### src/rtl/demod_segment_bank_pkg.sv
// Shared definitions for the segment-bank demodulator: FSM states, fixed-point
// unity constants and the output count width.
package demod_segment_bank_pkg;

  typedef enum logic [1:0] {
    ST_IDLE    = 2'd0,
    ST_COLLECT = 2'd1,
    ST_DONE    = 2'd2
  } state_e;

  // +1.0 in a format with FRAC fractional bits; callers truncate to WIDTH.
  function automatic logic signed [127:0] fx_pos_one(input int frac);
    return 128'sd1 <<< frac;
  endfunction

  // -1.0 in the same format (two's complement of +1.0).
  function automatic logic signed [127:0] fx_neg_one(input int frac);
    return -(128'sd1 <<< frac);
  endfunction

  // Width able to hold any count from 0 to nseg inclusive.
  function automatic int cnt_width(input int nseg);
    return $clog2(nseg + 1);
  endfunction

endpackage

### src/rtl/demod_slicer.sv
// Combinational per-segment slicer: picks ref or ref_m from a signed compare
// against the threshold and flags samples inside the +/-margin band.
module demod_slicer #(
  parameter int WIDTH = 32
) (
  input  logic signed [WIDTH-1:0] sample_i,
  input  logic signed [WIDTH-1:0] threshold_i,
  input  logic signed [WIDTH-1:0] ref_i,
  input  logic signed [WIDTH-1:0] ref_m_i,
  input  logic        [WIDTH-1:0] margin_i,
  output logic signed [WIDTH-1:0] dec_o,
  output logic                    low_conf_o
);

  // One extra bit keeps sample - threshold exact over the full signed range.
  logic [WIDTH:0] diff;
  logic [WIDTH:0] mag;

  assign diff       = {sample_i[WIDTH-1], sample_i} - {threshold_i[WIDTH-1], threshold_i};
  assign mag        = diff[WIDTH] ? (~diff + 1'b1) : diff;
  assign low_conf_o = (mag < {1'b0, margin_i});
  // Ties fall to ref_m.
  assign dec_o      = (sample_i > threshold_i) ? ref_i : ref_m_i;

endmodule

### src/rtl/demod_segment_bank.sv
// Frame-based segment demodulator: collects NSEG samples, slices each against a
// frame-latched threshold, and publishes the decision words plus a count of
// low-confidence segments once per frame.
module demod_segment_bank
  import demod_segment_bank_pkg::*;
#(
  parameter int               WIDTH       = 32,
  parameter int               FRAC        = 16,
  parameter int               NSEG        = 10,
  parameter logic [NSEG-1:0]  REF_PATTERN = NSEG'({32{2'b01}}),
  parameter logic [WIDTH-1:0] MARGIN      = WIDTH'(1) << (FRAC - 2),
  localparam int              CNT_W       = cnt_width(NSEG)
) (
  input  logic                    clk,
  input  logic                    reset,
  input  logic                    start,
  input  logic signed [WIDTH-1:0] sample_in,
  input  logic                    sample_valid,
  input  logic signed [WIDTH-1:0] threshold,
  output logic                    busy,
  output logic                    valid,
  output logic [NSEG*WIDTH-1:0]   seg_out,
  output logic [CNT_W-1:0]        low_conf_count
);

  localparam int IDX_W = (NSEG > 1) ? $clog2(NSEG) : 1;
  localparam logic [IDX_W-1:0]        LAST_IDX = IDX_W'(NSEG - 1);
  localparam logic signed [WIDTH-1:0] POS_ONE  = WIDTH'(fx_pos_one(FRAC));
  localparam logic signed [WIDTH-1:0] NEG_ONE  = WIDTH'(fx_neg_one(FRAC));

  state_e                  state_q, state_d;
  logic [IDX_W-1:0]        idx_q, idx_d;
  logic signed [WIDTH-1:0] thr_q, thr_d;
  logic [NSEG*WIDTH-1:0]   work_q, work_d;
  logic [CNT_W-1:0]        cnt_q, cnt_d;
  logic [NSEG*WIDTH-1:0]   seg_q, seg_d;
  logic [CNT_W-1:0]        lcc_q, lcc_d;

  logic                    ref_bit;
  logic signed [WIDTH-1:0] ref_w, ref_m_w, dec_w;
  logic                    low_w;

  // Reference polarity for the segment currently being collected.
  always_comb begin
    ref_bit = 1'b0;
    for (int i = 0; i < NSEG; i++) begin
      if (int'(idx_q) == i) ref_bit = REF_PATTERN[i];
    end
  end

  assign ref_w   = ref_bit ? POS_ONE : NEG_ONE;
  assign ref_m_w = ref_bit ? NEG_ONE : POS_ONE;

  demod_slicer #(
    .WIDTH (WIDTH)
  ) u_slicer (
    .sample_i    (sample_in),
    .threshold_i (thr_q),
    .ref_i       (ref_w),
    .ref_m_i     (ref_m_w),
    .margin_i    (MARGIN),
    .dec_o       (dec_w),
    .low_conf_o  (low_w)
  );

  // Frame sequencing, working-register updates and the end-of-frame output load.
  always_comb begin
    state_d = state_q;
    idx_d   = idx_q;
    thr_d   = thr_q;
    work_d  = work_q;
    cnt_d   = cnt_q;
    seg_d   = seg_q;
    lcc_d   = lcc_q;
    unique case (state_q)
      ST_IDLE: begin
        if (start) begin
          thr_d   = threshold;
          idx_d   = '0;
          cnt_d   = '0;
          state_d = ST_COLLECT;
        end
      end
      ST_COLLECT: begin
        if (sample_valid) begin
          for (int i = 0; i < NSEG; i++) begin
            if (int'(idx_q) == i) work_d[i*WIDTH +: WIDTH] = dec_w;
          end
          if (low_w) cnt_d = cnt_q + CNT_W'(1);
          if (idx_q == LAST_IDX) begin
            // Publish including the segment accepted this cycle.
            seg_d   = work_d;
            lcc_d   = cnt_d;
            state_d = ST_DONE;
          end else begin
            idx_d = idx_q + IDX_W'(1);
          end
        end
      end
      ST_DONE: state_d = ST_IDLE;
      default: state_d = ST_IDLE;
    endcase
  end

  // State registers; reset abandons any frame and clears every output.
  always_ff @(posedge clk) begin
    if (reset) begin
      state_q <= ST_IDLE;
      idx_q   <= '0;
      thr_q   <= '0;
      work_q  <= '0;
      cnt_q   <= '0;
      seg_q   <= '0;
      lcc_q   <= '0;
    end else begin
      state_q <= state_d;
      idx_q   <= idx_d;
      thr_q   <= thr_d;
      work_q  <= work_d;
      cnt_q   <= cnt_d;
      seg_q   <= seg_d;
      lcc_q   <= lcc_d;
    end
  end

  assign busy           = (state_q == ST_COLLECT);
  assign valid          = (state_q == ST_DONE);
  assign seg_out        = seg_q;
  assign low_conf_count = lcc_q;

endmodule

### config.mk
export PLATFORM = sky130hd
export DESIGN_NAME = demod_segment_bank
export DESIGN_NICKNAME = d
export VERILOG_FILES = /design/src/rtl/demod_segment_bank_pkg.sv /design/src/rtl/demod_slicer.sv /design/src/rtl/demod_segment_bank.sv
export SDC_FILE = /design/constraint.sdc
export NUM_CORES = 1
export LEC_CHECK = 0
export CAP_MARGIN = 10
export CORE_MARGIN = 2
export CORE_UTILIZATION = 50
export CTS_CLUSTER_SIZE = 30
export DETAILED_ROUTE_END_ITERATION = 8
export PLACE_DENSITY = 0.86
export SETUP_SLACK_MARGIN = 0.5
export SYNTH_ARGS = -nofsm -noshare
export SYNTH_HDL_FRONTEND = slang
export SYNTH_SLANG_ARGS = --single-unit
### constraint.sdc
create_clock -name clk -period 11.97 [get_ports clk]
set_clock_uncertainty 0.2 [all_clocks]
set_input_delay 3.591 -clock clk [delete_from_list [all_inputs] [get_ports clk]]
set_output_delay 3.591 -clock clk [all_outputs]
set_load 0.02 [all_outputs]
==> results.md <==
* Status: completed
* CTS tree: built
* Worst skew pair latency at 0.65 ns
* Actual slew at the worst max-slew pin at 1.19 ns
* Fmax at between 100 and 150 MHz
* Max-cap violation count at 0
* Slew HR at between 20 and 25%
* Inst Count DP at 3,523
* Asr flop ratio synth at 0%
* Syn nets at 2,795
* Hold-fix buffer count after cts at 0
* Die width at 222 um
* Fill count at between 3,000 and 4,000
* HP Start: work_q[174]$_SDFFE_PP0P_
* CTS H-tree depth at 2
* Core area at 46,800 um2
* TritonCTS Buffers at a little over 60
* Worst Path Buf+Inv at 2
* Final nets at 3,089
* Clock tree buffer depth at 3
* Ranking of synthesized cells by area: dfxtp_1 55%, nand2_1 8.0%, a21oi_1 7.9%
* Setup ws final at 3.53 ns
* Initial antenna violation count at 3
* PD cells at 153 nW/um2
* Vias in the first global route at a little under 20,000
* #FFs+latches synth at 654
* Hold-critical path depth at 2
* GP Congestion at 0.897
* Final hold vios at 0
* Hold-critical path endpoint: seg_out[174]$_SDFFE_PP0P_
* Post-detail-place hpwl at ~43,000 um
* Final Cell Area at 30,200 um2
* Crit-path cells: clkdlybuf4s50_1, inv_1, ha_1, fa_1, nand2b_1, a21oi_1, a21oi_1, xnor2_1, or4_4, or4b_1, or4_1, a211o_1, a221oi_2, nand4b_2, nor3_2, mux2i_1, a21oi_1
* Mapped Avg Cell Area at between 8 and 9 um2
* Seq/Total Area, Yosys at 55.1%
* Worst-path maximum fanout at 9
* Largest net degree at the start of global routing at 111
* Port bufs at 393
* EDFF count, synth at 0
* DIE AREA at between 40,000 and 50,000 um2
* M1 GR Usage at 30.1%
* Critical Path Sink Type: flop
* All-Layer GR Usage at 25.4%
* CP arrival at 8.71 ns
* Top FF cell, synth: dfxtp_1
* CP startpoint kind: input port
* Critical R2R Capture: low_conf_count[1]$_SDFFE_PP0P_
* Most frequent cells after synthesis: 654 x dfxtp_1, 504 x nand2_1, 377 x a21oi_1
* Fin. max-slew vios at 0
* Final setup viols at 0
* Most frequent cell after synthesis: dfxtp_1
* Syn Std Cell Area at roughly 24,000 um2
* Reg2reg setup slack at 6.68 ns
* DRT Pass-1 Iters at 6
* Total chip power at approximately 4.6 mW
* DRC Markers at 0
* Minimum clock period at 8.44 ns
* Starting DRC count in detailed routing at 1,450
* Cells on worst reg2reg path at 15
* Die height at between 200 and 250 um
* RR Startpoint: thr_q[0]$_SDFFE_PP0P_
* Layout cell share with drive strength beyond 1 at 5.11%
* GRT met3 Usage at 7.37%
* Synth Instances at 2,688
* Hold WS at between 0.2 and 0.25 ns
* Worst hold path class: reg2reg
* Slowest stage cell, crit path: or4b_1
* Syn. warnings at 0
* CTS resizes at 0
* First-pass GRT wire length at 103,000 um
* Yosys top cell by area: dfxtp_1
* Post-synth top area share at 55.1%
* Area grow syn2layout at 27.1%
* # IOs at 394
* Crit path depth at 17
* Wire length per cell at 17.9 um
* Gr busiest metal: met2
* Fin crit share at approximately 70%
* Clock root cell: clkbuf_16
* Post-route insts no fill at 3,640
* CP required at 12.24 ns
* # Post-CTS Setup Buffers at 0
* Max VDD drop at 0.143 mV
* Final Core Density at approximately 65%
* Via density at 5.55
* Lkg Pwr at 10.8 nW
* RSZ-0062 raised after global routing: no
* Starting Density at between 50% and 60%
* Setup slack after placement at 2.93 ns
* Worst-path clk slew at roughly 0.070 ns
* Post-synth cell types at 78
* Routed Antenna Nets at 0
* Cell area after placement at 27,900 um2
* Clk sinks at 654
* Max stage delay on crit path at around 0.66 ns
* WS Path Type: in2reg
* Row cnt at 79
* Cell family with most CP delay: simple AND/OR/NAND/NOR gates
* Via count at 20,190
* Critical Path Most Common Cell: a21oi_1
* Setup TNS at 0 ns
* GR Util met2 at 42.8%
* Detailed Route WL at about 65,000 um
* Total congestion overflow at 0
cells by family after synthesis:
group | after synthesis | synth area share (%)
adder cells (fa/ha/maj) | 39 | 2.08
XOR/XNOR | 25 | 0.921
flip-flops | 654 | 55.1
AND/OR/NAND/NOR | 1055 | 20.6
AO/OA/AOI/OAI | 678 | 17.3
multiplexers | 5 | 0.226
buffers and inverters | 232 | 3.78
worst min-delay path, delay by kind of cell (launching register included):
family           cells  cell delay [ns]
AO/OA/AOI/OAI        1             0.05
flip-flops           1             0.31
AND/OR/NAND/NOR      1             0.05
how the worst max path moves through the flow:
stage | start | endpoint | slack, ns
2_1_floorplan | sample_in[0] | low_conf_count[2]$_SDFFE_PP0P_ | 3.84
3_3_place_gp | sample_in[0] | low_conf_count[2]$_SDFFE_PP0P_ | 3.01
3_5_place_dp | sample_in[0] | low_conf_count[1]$_SDFFE_PP0P_ | 2.93
4_1_cts | sample_in[0] | low_conf_count[1]$_SDFFE_PP0P_ | 3.57
6_report | sample_in[0] | low_conf_count[1]$_SDFFE_PP0P_ | 3.53
5_1_grt | sample_in[0] | low_conf_count[1]$_SDFFE_PP0P_ | 3.31
cells in the final DEF, fill, tap and decap left out, types with 11 or more instances in the layout:
cell,Yosys,final
a211oi_1,11,11
a21o_1,21,21
a21oi_1,377,377
a31oi_1,11,11
and2_1,153,153
and3_1,17,17
buf_4,0,23
bufinv_16,0,12
clkbuf_16,0,61
clkdlybuf4s50_1,0,392
clkinv_2,0,12
dfxtp_1,654,654
ha_1,38,38
inv_1,45,45
nand2_1,504,504
nand3_1,165,164
nand4_1,20,20
nor2_1,103,103
nor3_1,32,32
o21a_1,144,144
o21ai_0,46,46
xnor2_1,14,14
power by group:
part	internal [mW]	total [mW]	switching [mW]	leakage [nW]
logic	0.106	0.305	0.200	4.47
registers	2.19	2.19	0.00715	5.27
clock network	1.26	2.11	0.853	1.09
metal layers:
metal | vias to the layer above | share of wire (%)
li1 | 9705 | -
met1 | 9710 | 41
met2 | 616 | 47
met3 | 153 | 7.5
met4 | 6 | 3.9
met5 | - | 0.054
flip-flops by register name, indices dropped and copies added, names as in the netlist:
| register | count |
|---|---|
| low_conf_count | 4 |
| cnt_q | 4 |
| state_q | 2 |
| idx_q | 4 |
| thr_q | 32 |
| work_q | 288 |
| seg_out | 320 |
area by class of cell:
type                       instances  area, um2  area share, %
clock inverter                    36        569           1.88
inverter                          45        169          0.559
antenna                            1       2.50        0.00828
sequential                       654      13100           43.3
multi-input combinational       1802       9820           32.5
timing repair buffer             418       4140           13.7
clock buffer                      77       1680           5.55
tap                              607        759           2.51
Note: power is estimated with default switching activity, not from simulation.
